==> config.mk <==
export PLATFORM = sky130hd
export DESIGN_NAME = d2_5_frame_dec_flat
export DESIGN_NICKNAME = d
export VERILOG_FILES = /design/src/rtl/d2_5_pkg.sv /design/src/rtl/d2_5_frame_dec_if.sv /design/src/rtl/d2_5_digit_dec.sv /design/src/rtl/d2_5_frame_dec.sv /design/src/flat_wrapper.sv
export SDC_FILE = /design/constraint.sdc
export NUM_CORES = 1
export LEC_CHECK = 0
export ABC_AREA = 1
export BUFFER_PORTS_ARGS = -buffer_cell sky130_fd_sc_hd__buf_2
export CAP_MARGIN = 20
export CORE_MARGIN = 10
export CORE_UTILIZATION = 45
export DETAILED_ROUTE_END_ITERATION = 8
export PLACE_DENSITY_LB_ADDON = 0.12
export RECOVER_POWER = 50
export SYNTH_ARGS = -nofsm -noshare
export SYNTH_HDL_FRONTEND = slang
export SYNTH_SLANG_ARGS = --single-unit
==> constraint.sdc <==
create_clock -name clk -period 3 [get_ports clk]
set_input_delay 0 -clock clk [delete_from_list [all_inputs] [get_ports clk]]
set_output_delay 0 -clock clk [all_outputs]
set_load 0.02 [all_outputs]
==> src/rtl/d2_5_pkg.sv <==
// d2_5_pkg: 2-of-5 code table, FSM encoding and default error nibble
package d2_5_pkg;
  localparam logic [3:0] ERR_NIB_DEF = 4'hE;
  localparam logic [4:0] CODE_0 = 5'b01100;
  localparam logic [4:0] CODE_1 = 5'b11000;
  localparam logic [4:0] CODE_2 = 5'b10100;
  localparam logic [4:0] CODE_3 = 5'b10010;
  localparam logic [4:0] CODE_4 = 5'b01010;
  localparam logic [4:0] CODE_5 = 5'b00110;
  localparam logic [4:0] CODE_6 = 5'b10001;
  localparam logic [4:0] CODE_7 = 5'b01001;
  localparam logic [4:0] CODE_8 = 5'b00101;
  localparam logic [4:0] CODE_9 = 5'b00011;
  localparam logic [9:0][4:0] CODES = {CODE_9, CODE_8, CODE_7, CODE_6, CODE_5,
                                       CODE_4, CODE_3, CODE_2, CODE_1, CODE_0};
  typedef enum logic [1:0] {IDLE, SHIFT, HOLD} state_e;
endpackage

==> src/rtl/d2_5_frame_dec_if.sv <==
// d2_5_frame_dec_if: serial input and frame result handshake bundle
interface d2_5_frame_dec_if #(parameter int NDIG = 4);
  logic in_valid, in_bit, in_sync, in_ready;
  logic out_valid, out_ready, frame_abort;
  logic [4*NDIG-1:0] out_bcd;
  logic [NDIG-1:0] out_err;
  modport master(output in_valid, in_bit, in_sync, out_ready,
                 input in_ready, out_valid, out_bcd, out_err, frame_abort);
  modport slave(input in_valid, in_bit, in_sync, out_ready,
                output in_ready, out_valid, out_bcd, out_err, frame_abort);
endinterface

==> src/rtl/d2_5_digit_dec.sv <==
// d2_5_digit_dec: combinational 2-of-5 code to BCD nibble lookup
module d2_5_digit_dec
  import d2_5_pkg::*;
#(parameter logic [3:0] ERR_NIB = ERR_NIB_DEF)
(
  input  logic [4:0] code_i,
  output logic [3:0] nib_o,
  output logic       err_o
);
  always_comb begin
    nib_o = ERR_NIB;
    err_o = 1'b1;
    for (int i = 0; i < 10; i++)
      if (code_i == CODES[i]) begin
        nib_o = 4'(i);
        err_o = 1'b0;
      end
  end
endmodule

==> src/rtl/d2_5_frame_dec.sv <==
// d2_5_frame_dec: serial 2-of-5 frame collector and decoder with held result
module d2_5_frame_dec
  import d2_5_pkg::*;
#(
  parameter int         NDIG      = 4,
  parameter logic [3:0] ERR_NIB   = ERR_NIB_DEF,
  parameter bit         LSB_FIRST = 1'b0
)
(
  input logic clk,
  input logic rst,
  d2_5_frame_dec_if.slave bus
);
  state_e state_q, state_d;
  logic [2:0] bit_cnt_q, bit_cnt_d, dig_cnt_q, dig_cnt_d, bc, dc;
  logic [4:0] sh_q, sh_d, shb;
  logic [4*NDIG-1:0] acc_q, acc_d, bcd_q, bcd_d;
  logic [NDIG-1:0] aerr_q, aerr_d, err_q, err_d;
  logic valid_q, abort_q, abort_d, take, restart, upd, dig_done, last, nerr;
  logic [3:0] nib;

  d2_5_digit_dec #(.ERR_NIB(ERR_NIB)) u_dec (.code_i(sh_d), .nib_o(nib), .err_o(nerr));

  // a sync bit restarts collection from zeroed counters, in IDLE or mid-frame
  always_comb begin
    take      = bus.in_valid && state_q != HOLD;
    restart   = take && bus.in_sync;
    upd       = take && (state_q == SHIFT || bus.in_sync);
    bc        = restart ? '0 : bit_cnt_q;
    dc        = restart ? '0 : dig_cnt_q;
    shb       = restart ? '0 : sh_q;
    sh_d      = !upd ? sh_q : LSB_FIRST ? {bus.in_bit, shb[4:1]} : {shb[3:0], bus.in_bit};
    dig_done  = upd && bc == 3'd4;
    last      = dig_done && dc == 3'(NDIG-1);
    bit_cnt_d = !upd ? bit_cnt_q : dig_done ? '0 : bc + 3'd1;
    dig_cnt_d = !upd ? dig_cnt_q : dc + {2'b0, dig_done};
    acc_d     = restart ? '0 : acc_q;
    aerr_d    = restart ? '0 : aerr_q;
    for (int i = 0; i < NDIG; i++)
      if (dig_done && dc == 3'(NDIG-1-i)) begin
        acc_d[4*i +: 4] = nib;
        aerr_d[i]       = nerr;
      end
    bcd_d   = last ? acc_d : bcd_q;
    err_d   = last ? aerr_d : err_q;
    abort_d = restart && state_q == SHIFT;
    state_d = last ? HOLD : restart ? SHIFT :
              (state_q == HOLD && valid_q && bus.out_ready) ? IDLE : state_q;
  end

  always_ff @(posedge clk) begin
    if (rst) begin
      state_q   <= IDLE;
      bit_cnt_q <= '0;
      dig_cnt_q <= '0;
      sh_q      <= '0;
      acc_q     <= '0;
      aerr_q    <= '0;
      bcd_q     <= '0;
      err_q     <= '0;
      valid_q   <= 1'b0;
      abort_q   <= 1'b0;
    end else begin
      state_q   <= state_d;
      bit_cnt_q <= bit_cnt_d;
      dig_cnt_q <= dig_cnt_d;
      sh_q      <= sh_d;
      acc_q     <= acc_d;
      aerr_q    <= aerr_d;
      bcd_q     <= bcd_d;
      err_q     <= err_d;
      valid_q   <= state_d == HOLD;
      abort_q   <= abort_d;
    end
  end

  assign bus.in_ready    = state_q != HOLD;
  assign bus.out_valid   = valid_q;
  assign bus.out_bcd     = bcd_q;
  assign bus.out_err     = err_q;
  assign bus.frame_abort = abort_q;
endmodule
==> src/flat_wrapper.sv <==
// flat-port wrapper written by rule: the top's interface ports become plain ports
module d2_5_frame_dec_flat import d2_5_pkg::*;
#(
  parameter int         NDIG      = 4,
  parameter logic [3:0] ERR_NIB   = ERR_NIB_DEF,
  parameter bit         LSB_FIRST = 1'b0
)
  (clk, rst, bus_in_valid, bus_in_bit, bus_in_sync, bus_out_ready, bus_in_ready, bus_out_valid, bus_out_bcd, bus_out_err, bus_frame_abort);
  d2_5_frame_dec_if #(.NDIG(NDIG)) bus_i ();
  input logic clk;
  input logic rst;
  input wire logic [$bits(bus_i.in_valid)-1:0] bus_in_valid;
  input wire logic [$bits(bus_i.in_bit)-1:0] bus_in_bit;
  input wire logic [$bits(bus_i.in_sync)-1:0] bus_in_sync;
  input wire logic [$bits(bus_i.out_ready)-1:0] bus_out_ready;
  output wire logic [$bits(bus_i.in_ready)-1:0] bus_in_ready;
  output wire logic [$bits(bus_i.out_valid)-1:0] bus_out_valid;
  output wire logic [$bits(bus_i.out_bcd)-1:0] bus_out_bcd;
  output wire logic [$bits(bus_i.out_err)-1:0] bus_out_err;
  output wire logic [$bits(bus_i.frame_abort)-1:0] bus_frame_abort;
  assign bus_i.in_valid = bus_in_valid;
  assign bus_i.in_bit = bus_in_bit;
  assign bus_i.in_sync = bus_in_sync;
  assign bus_i.out_ready = bus_out_ready;
  assign bus_in_ready = bus_i.in_ready;
  assign bus_out_valid = bus_i.out_valid;
  assign bus_out_bcd = bus_i.out_bcd;
  assign bus_out_err = bus_i.out_err;
  assign bus_frame_abort = bus_i.frame_abort;
  d2_5_frame_dec #(.NDIG(NDIG), .ERR_NIB(ERR_NIB), .LSB_FIRST(LSB_FIRST)) u_core (.clk(clk), .rst(rst), .bus(bus_i));
endmodule
==> flow_summary.yaml <==
yosys:
  yosysMostFrequentCell: "nand2_1"
  synth_cells: 337
  netlist.area_leader.share_pct: 40.06
  syn-num-nets: 347
  yosysTopAreaCell: "dfxtp_1"
  netlist_area_mm2: 0.002499
  ys_warn_count: 0
  syn_area_per_cell_um2: 7.414
  synthTopCellsByCount: "nand2_1 (60), dfxtp_1 (50), nor2_1 (45)"
  ys.flop_type: "dfxtp_1"
  yosysSeqAreaShare_pct: 40.06
  synth-seq-cells: 50
  synth_edf_count: 0
  synth_cell_type_count: 33
  async_reset_ff_share_pct: 0
  ys_top_cells_by_area: "dfxtp_1 (40%), nand2_1 (9.0%), nand3_1 (7.4%)"
route:
  drt-pass1-iter-count: 4
  finalWirelength_um: 5564
  ant_nets: 0
  viasPerCell: 4.917
  detailroute.via_count: 2129
  wl_per_cell_um: 12.85
  drcViolationCount: 0
  drtIter0Drc: 92
critical_path:
  cp.required_ns: 3.21
  worst-endpoint-arrival_ns: 2.76
  cp-start-kind: "flip-flop"
  criticalPathCategory: "flip-flop to flip-flop"
  rrSetupSlack_ns: 0.45
  crit_path_end_kind: "flip-flop"
  cp_max_fo: 32
  rr_worst_depth: 14
pwr:
  finalPower_uw: 1180
  p_leak_uw: 0.001216
  p_int_uw: 880.1
  combinationalPowerShare_pct: 6.7
  power.switching_uw: 299.5
  power_frac_seq_pct: 57.3
  peakVddDrop_v: 0.0002226
  power_density_mw_per_mm2: 434.7
  p_sw_share_pct: 25.39
  p_clk_share_pct: 36.0
global_routing:
  grt_first_pass_wirelength_um: 9660
  grt_max_degree: 46
  grt.overflow.total: 0
  grt_usage_pct: 13.13
  grt_pass1_vias: 2089
  antenna_found_initial: 0
sta:
  slew_headroom_pct: 42.35
  period_needed_ns: 2.550
  max_slew.worst_pin.slew_ns: 0.8648
  post-route-period-util_pct: 85.00
  whs_ns: 0.01735
  skew_ns: 0.01360
  drv_slew: 0
  rsz0062_at_grt: "no"
  fin_setup_tns_ns: 0
  hold_violations: 0
  setup_viol: 0
  fmax_mhz: 392.2
cts:
  clkSinkCount: 50
  post_cts_resized: 0
  clk_pin_slew_ns: 0.10
  post-cts-setup-buffer-count: 0
  clk_latency_ns: 0.30
  numCtsBuffers: 5
  cts_tree: "yes"
  cts_buffer_depth: 2
  cts_root_buffer: "clkbuf_8"
  h-tree-depth: 2
floorplan:
  ioPinCount: 29
  die_height_um: 94.52
  die_area_mm2: 0.008933
  initial_core_util_pct: 45.94
  die_w_um: 94.52
  core-area_mm2: 0.005439
  rows: 27
hold_path:
  min_path_cells: 3
  holdCritPathClass: "primary input to flip-flop"
cells_and_area:
  multiInputGateArea_mm2: 0.001251
  finalNonFillerCells: 433
  diodes: 0
  fillCellCount: 579
  final_util_pct: 49.90
  layout-drive-gt1-share_pct: 16.62
  area_delta_synth_final_pct: 8.613
  nets: 370
  regArea_mm2: 0.001001
placement:
  port_buffers: 28
  numPlacedInstances: 424
  dp_hpwl_um: 3908
  gp_congestion: 0.8124
flow_run:
  drv_cap: 0
outcome:
  status: "finished, final reports clean"
## final cells by class
type / instances / area share, %
timing repair buffer: 29 / 4.472
tap: 72 / 3.320
multi-input combinational: 234 / 46.10
clock buffer: 6 / 3.043
inverter: 40 / 5.533
sequential: 50 / 36.88
clock inverter: 2 / 0.6455
## power groups by stage
stage / Sequential, uW / Combinational, uW / Clock (uW)
3_5_place_dp: 692 / 80.8 / 0
3_3_place_gp: 692 / 79.8 / 0
2_1_floorplan: 691 / 65.4 / 0
6_report: 676 / 78.9 / 424
5_1_grt: 677 / 90.3 / 471
4_1_cts: 677 / 82.6 / 442
## metrics by stage
step	setup WS [ns]	area (um2)
floorplan	0.8121	2499
global placement	0.5020	2663
detailed placement	0.4147	2663
CTS	0.3808	2773
global route	0.1451	2714
finish	0.4501	2714
## placed cells by master, fill, tap and decap left out, types with 7 or more instances in the layout
cell	count
a21oi_1	23
clkbuf_1	23
dfxtp_1	50
inv_1	30
inv_2	10
nand2_1	63
nand2_2	13
nand3_1	39
nand3_2	8
nand4_1	7
nor2_1	45
o21ai_0	7
## sequential cells by signal, indices dropped and copies added (netlist names)
signal	flops
u_core.bus.frame_abort	1
u_core.aerr_q	3
u_core.bit_cnt_q	3
u_core.dig_cnt_q	3
u_core.acc_q	12
u_core.state_q	2
u_core.bus.out_err	4
u_core.sh_q	5
u_core.bus.out_valid	1
u_core.bus.out_bcd	16
## path summary, 6_finish.rpt
check                                          from                      to
worst max-delay path              u_core.state_q[0]  u_core.bus.out_bcd[11]
worst min-delay path                   bus_in_valid  u_core.bus.frame_abort
worst max register to register    u_core.state_q[0]  u_core.bus.out_bcd[11]
worst min register to register  u_core.bit_cnt_q[2]     u_core.bit_cnt_q[2]
## per-layer routing
layer / GRT usage (%) / vias to the layer above / wire length [um]
li1: - / 1129 / -
met1: 16.48 / 955 / 2800
met2: 21.11 / 36 / 2431
met3: 3.807 / 9 / 233
met4: 4.364 / 0 / 99
met5: 0 / - / 0
## repair_timing
action                                  4_1_cts  5_1_grt
hold buffers                                  1        0
endpoints found under the setup margin        0        0
hold endpoints to repair                      1        0
## cell families (layout without fill, tap and decap cells)
family	after synthesis	after routing	synth area share (%)
buffers and inverters	53	77	8.663
and+or+nand+nor	195	195	41.21
AOI/OAI and AO/OA	34	34	7.712
xor gates and xnor gates	1	1	0.3506
DFF	50	50	40.06
adders and majority gates	4	4	2.003
## critical path, stage by stage, from the launching register on
cell	delay (ns)
dfxtp_1	0.45
inv_2	0.09
nand2_4	0.09
nand2_8	0.15
nand2_1	0.17
ha_1	0.16
inv_1	0.04
nor2_1	0.09
nand2_1	0.08
inv_2	0.14
nand3_2	0.20
inv_2	0.48
nand3_1	0.17
nand2_1	0.09
inv_1	0.04
(Power assumes the default switching activity.)
